**src/rtl/decode_pkg.sv**
```systemverilog
// decode_pkg: format encoding, field widths and the decoded-bundle type
// shared by the decode stage and its field extractor.
package decode_pkg;

   localparam int OPC_W   = 11;
   localparam int REG_W   = 5;
   localparam int SHAMT_W = 6;
   localparam int IMM_W   = 64;   // widest legal DATA_W; top slices down

   typedef enum logic [2:0] {
      FMT_R  = 3'd0,
      FMT_I  = 3'd1,
      FMT_D  = 3'd2,
      FMT_B  = 3'd3,
      FMT_CB = 3'd4,
      FMT_IW = 3'd5
   } fmt_t;

   typedef struct packed {
      fmt_t               fmt;
      logic [OPC_W-1:0]   opcode;
      logic [REG_W-1:0]   rm;
      logic [REG_W-1:0]   rn;
      logic [REG_W-1:0]   rd;
      logic [SHAMT_W-1:0] shamt;
      logic [IMM_W-1:0]   imm;
   } decoded_t;

endpackage

```
**src/rtl/decode_fields.sv**
```systemverilog
// decode_fields: purely combinational format classification and field /
// immediate extraction for one 32-bit instruction. The immediate is built
// 64 bits wide; sign extension to 64 then truncation equals sign extension
// to any narrower DATA_W.
module decode_fields
   import decode_pkg::*;
(
   input  logic [31:0] instr,
   output decoded_t    dec
);

   // classify by opcode prefix (first match wins) and build the immediate
   always_comb begin
      dec        = '0;
      dec.opcode = instr[31:21];
      dec.rm     = instr[20:16];
      dec.shamt  = instr[15:10];
      dec.rn     = instr[9:5];
      dec.rd     = instr[4:0];
      if (instr[30:26] == 5'b00101) begin
         dec.fmt = FMT_B;
         dec.imm = {{38{instr[25]}}, instr[25:0]};
      end else if ((instr[31:25] == 7'b1011010) || (instr[31:24] == 8'h54)) begin
         dec.fmt = FMT_CB;
         dec.imm = {{45{instr[23]}}, instr[23:5]};
      end else if (instr[28:23] == 6'b100101) begin
         dec.fmt = FMT_IW;
         dec.imm = {48'd0, instr[20:5]};
      end else if ((instr[28:24] == 5'b10001) || (instr[28:24] == 5'b10010)) begin
         dec.fmt = FMT_I;
         dec.imm = {52'd0, instr[21:10]};
      end else if ((instr[29:27] == 3'b111) && (instr[26:24] == 3'b000)) begin
         dec.fmt = FMT_D;
         dec.imm = {{55{instr[20]}}, instr[20:12]};
      end else begin
         dec.fmt = FMT_R;
         dec.imm = {58'd0, instr[15:10]};
      end
   end

endmodule

```
**src/rtl/decode_stage.sv**
```systemverilog
// decode_stage: decodes each instruction as it is accepted and holds the
// decoded bundle plus its PC in a 2-entry skid FIFO. Outputs always show
// the head entry. Optional DECODE_PERF_EN adds pop and stall counters.
module decode_stage
   import decode_pkg::*;
#(
   parameter int DATA_W  = 64,
   parameter int INSTR_W = 32
) (
   input  logic               clk,
   input  logic               rst_n,
   input  logic               in_valid,
   output logic               in_ready,
   input  logic [INSTR_W-1:0] in_instr,
   input  logic [DATA_W-1:0]  in_pc,
   input  logic               flush,
   output logic               out_valid,
   input  logic               out_ready,
   output logic [2:0]         out_fmt,
   output logic [10:0]        out_opcode,
   output logic [4:0]         out_rm,
   output logic [4:0]         out_rn,
   output logic [4:0]         out_rd,
   output logic [5:0]         out_shamt,
   output logic [DATA_W-1:0]  out_imm,
`ifdef DECODE_PERF_EN
   output logic [31:0]        perf_decoded,
   output logic [31:0]        perf_stall,
`endif
   output logic [DATA_W-1:0]  out_pc
);

   if (INSTR_W != 32) begin : g_bad_instr_w
      $error("decode_stage: INSTR_W must be 32");
   end
   if ((DATA_W < 32) || (DATA_W > 64)) begin : g_bad_data_w
      $error("decode_stage: DATA_W must be 32..64");
   end

   logic [1:0]        count;
   logic              wr_ptr;
   logic              rd_ptr;
   logic              push;
   logic              pop;
   decoded_t          dec;
   decoded_t          ent [2];
   logic [DATA_W-1:0] pc_q [2];

   // in_ready comes from registered occupancy only
   assign in_ready  = (count != 2'd2);
   assign out_valid = (count != 2'd0);
   assign push      = in_valid & in_ready;
   assign pop       = out_valid & out_ready;

   decode_fields u_fields (
      .instr (in_instr),
      .dec   (dec)
   );

   // occupancy and pointers; flush discards everything including same-cycle push/pop
   always_ff @(posedge clk or negedge rst_n) begin
      if (!rst_n) begin
         count  <= 2'd0;
         wr_ptr <= 1'b0;
         rd_ptr <= 1'b0;
      end else if (flush) begin
         count  <= 2'd0;
         wr_ptr <= 1'b0;
         rd_ptr <= 1'b0;
      end else begin
         if (push) wr_ptr <= ~wr_ptr;
         if (pop)  rd_ptr <= ~rd_ptr;
         case ({push, pop})
            2'b10:   count <= count + 2'd1;
            2'b01:   count <= count - 2'd1;
            default: count <= count;
         endcase
      end
   end

   // payload write at the tail slot
   always_ff @(posedge clk or negedge rst_n) begin
      if (!rst_n) begin
         for (int i = 0; i < 2; i++) begin
            ent[i]  <= '0;
            pc_q[i] <= '0;
         end
      end else if (push && !flush) begin
         ent[wr_ptr]  <= dec;
         pc_q[wr_ptr] <= in_pc;
      end
   end

   assign out_fmt    = ent[rd_ptr].fmt;
   assign out_opcode = ent[rd_ptr].opcode;
   assign out_rm     = ent[rd_ptr].rm;
   assign out_rn     = ent[rd_ptr].rn;
   assign out_rd     = ent[rd_ptr].rd;
   assign out_shamt  = ent[rd_ptr].shamt;
   assign out_imm    = ent[rd_ptr].imm[DATA_W-1:0];
   assign out_pc     = pc_q[rd_ptr];

`ifdef DECODE_PERF_EN
   logic pop_eff;
   assign pop_eff = pop & ~flush;

   // event counters survive flush; only rst_n clears them
   always_ff @(posedge clk or negedge rst_n) begin
      if (!rst_n) begin
         perf_decoded <= 32'd0;
         perf_stall   <= 32'd0;
      end else begin
         perf_decoded <= perf_decoded + {31'd0, pop_eff};
         perf_stall   <= perf_stall + {31'd0, (out_valid & ~out_ready)};
      end
   end
`endif

endmodule
```
**config.mk**
```make
export PLATFORM = sky130hd
export DESIGN_NAME = decode_stage
export DESIGN_NICKNAME = d
export VERILOG_FILES = /design/src/rtl/decode_pkg.sv /design/src/rtl/decode_fields.sv /design/src/rtl/decode_stage.sv
export SDC_FILE = /design/constraint.sdc
export NUM_CORES = 1
export LEC_CHECK = 0
export BUFFER_PORTS_ARGS = -buffer_cell sky130_fd_sc_hd__buf_2
export CORE_MARGIN = 2
export CORE_UTILIZATION = 50
export CTS_CLUSTER_SIZE = 10
export DETAILED_ROUTE_END_ITERATION = 8
export GPL_TIMING_DRIVEN = 0
export MAX_ROUTING_LAYER = met4
export PLACE_DENSITY = 0.8
export SYNTH_ARGS = -nofsm -noshare
export SYNTH_HDL_FRONTEND = slang
export SYNTH_SLANG_ARGS = --single-unit
```
**constraint.sdc**
```tcl
create_clock -name clk -period 2.6 [get_ports clk]
set_input_delay 0.26 -clock clk [delete_from_list [all_inputs] [get_ports clk]]
set_output_delay 0.26 -clock clk [all_outputs]
set_load 0.005 [all_outputs]
```
==> metrics.cfg <==
[floorplan]
die-area_um2 = 24800
core-area_um2 = 23300
start_util = 0.505
die_x_um = 158
die_h_um = 158
io_pins = 266
rows = 56

[worst_setup_path]
slowest_delay_ps = 500
cp.depth = 4
worst_setup_path_end_kind = primary output
crit_arrival_ps = 2270
slowest_stage = dfrtp_2
path_cells = clkbuf_4 > clkbuf_2 > mux2_2 > buf_2
crit_family = buffers and inverters
startpoint = rd_ptr$_DFFE_PN0P_
crit_fanout = 10
worstReg2RegEnd = ent[164]$_DFFE_PN0P_
r2r_cells = 6
crit_required_ps = 2340
start_kind = flop
crit_end = out_pc[37]
path_class = flop to primary output
path_buf_inv = 3
r2r_setup_slack_ps = 150
r2r-start = count[1]$_DFFE_PN0P_

[global_routing]
grt_start_max_net_pins = 122
track_usage = 0.287
grt_overflow_total = 0
grt_pass1_vias = 10386
antenna_found_initial = 1
grt_pass1_wl_um = 54200

[min_path]
hp-class = primary input to flop

[layout]
final_area_um2 = 15300
final_nets = 1782
layout_commonest_cell = nand2_1
syn_to_final_growth_pct = 29.5
final_cell_mix = nand2_1, buf_2, dfrtp_1
drive_gt1_frac = 0.294
fin_util = 0.654
stdcell_count = 2005

[yosys]
synth_top_area_frac = 0.539
synth.distinct_cells = 35
synth_top_cells_by_area = dfrtp_1, nand2_1, mux2_2, buf_4, clkbuf_1
yosysTopAreaCell = dfrtp_1
syn_nets = 1398
synth_area_um2 = 11800
synth-seq-area-share = 0.539
syn-instance-count = 1297
ys_ff_latch = 254
avgSynthCellArea_um2 = 9.09
yosys_warnings = 0

[placement]
post-place-ws_ps = -319
dp.cells = 1882
gp_congestion = 0.904
placed_cell_area_um2 = 13600
placement.io_buffers = 264
dp_hpwl_um = 23200

[detailed_routing]
wire_per_inst_um = 17.5
first_iter_violations = 738
drt_pass1_iterations = 5
dr_total_vias = 10545
vias_per_cell = 5.26
route.detailed.drc = 0
wl_um = 35100
antenna_left = 0

[sta]
skew_ps = 15.6
fmax_ghz = 0.395
max_slew.worst_pin.slew_ps = 1320
hold_violations = 0
rsz0062_at_grt = no
tns_ps = 0
report.final.slew_viol_count = 0
min_period_ps = 2530
fin_ws_ps = 66.8
timing.slew.headroom = 0.107
setup_viol = 0
finalCritPeriodShare = 0.974

[cts]
h-tree-depth = 1
clkLatencyLatePin_ps = 550
clock-sinks = 254
clk_pin_slew_ps = 60
clockBufferDepth = 3
cts-buffers-inserted = 29
cts_tree = yes
root_buffer = clkbuf_16

[run_status]
status = finished clean

[pwr]
p_per_area_nw_per_um2 = 786
p_leak_nw = 7.94
vdd_drop_max_mv = 0.493

[job]
drv_cap = 0

==> what timing repair did <==
action,in CTS,in global routing
endpoints found under the setup margin,352,230
buffers inserted,0,0
gates cloned,0,0
hold buffers,88,0
endpoints found under the hold margin,427,0
resized for setup,15,19
==> cell usage after synthesis (all sizes together) <==
master,n
nand2,612
dfrtp,254
mux2,131
clkbuf,71
a21oi,42
buf,42
nor2,41
o21ai,32
or3,14
mux2i,12
a31oi,6
a221oi,5
a21o,4
inv,4
nand3b,3
nor3,3
a211oi,2
a22o,2
o21a,2
o22ai,2
or3b,2
xor2,2
a22oi,1
nand2b,1
nor2b,1
nor3b,1
nor4,1
nor4b,1
o21bai,1
or4b,1
xnor2,1
==> cells by family (layout without fill, tap and decap cells) <==
family | after synthesis | count (layout) | synth area share
XOR/XNOR | 3 | 3 | 0.00223
AO/OA/AOI/OAI | 99 | 99 | 0.0476
flip-flops | 254 | 254 | 0.539
multiplexers | 143 | 143 | 0.135
other | 0 | 1 | 0
buffers and inverters | 117 | 505 | 0.0516
AND/OR/NAND/NOR | 681 | 681 | 0.224
==> sequential cells by signal, summed over array words and instances, names as in the netlist <==
register  count
count         2
ent         122
pc_q        128
rd_ptr        1
wr_ptr        1
==> worst reg2reg max path: stages (launching register included) <==
cell	delay, ps
dfrtp_1	420
nor2b_2	220
nor3_1	340
clkbuf_1	610
clkbuf_1	590
nand2_1	130
nand2_1	80
==> routing by layer <==
metal  wire [um]  GRT usage  vias up  part of all wire
li1            -          -     4882                 -
met1       14300      0.360     5080              0.41
met2       16800      0.473      492              0.48
met3        2820     0.0476       91             0.080
met4        1170      0.106        0             0.033
met5           0          -        -                 0
==> final cells by class <==
type                    count  area [um2]
fillers                  1846        8070
repair buffers            354        2270
clock inverters             1        8.76
multi-input cells         926        4840
inverters                   4        15.0
well taps                 319         399
plain buffers             112         618
clock buffers              34         754
flip-flops and latches    254        6360
diodes                      1        2.50
==> worst min path at each step <==
stage                         start                   end  slack [ps]  depth (start not counted)
2_1_floorplan                 rst_n  count[0]$_DFFE_PN0P_         -40                          0
3_3_place_gp   pc_q[43]$_DFFE_PN0P_  pc_q[43]$_DFFE_PN0P_         450                          2
3_5_place_dp                  rst_n   ent[66]$_DFFE_PN0P_         110                          1
4_1_cts                 in_instr[8]  ent[177]$_DFFE_PN0P_           2                          3
5_1_grt                in_instr[12]   ent[66]$_DFFE_PN0P_          20                          3
6_report               in_instr[12]   ent[66]$_DFFE_PN0P_          20                          3
==> per-stage QoR <==
stage,hold slack [ps],total power [mW]
6_report,17.7,12.0
5_1_grt,16.7,12.6
4_1_cts,2.19,12.0
3_5_place_dp,108,8.36
3_3_place_gp,452,8.21
2_1_floorplan,-35.6,7.05
==> where the power goes <==
group          total, mW  internal, mW  switching [mW]
registers           5.39          4.89           0.494
logic               3.10          1.55            1.55
clock network       3.52          2.00            1.52
Note: power is estimated with default switching activity, not from simulation.
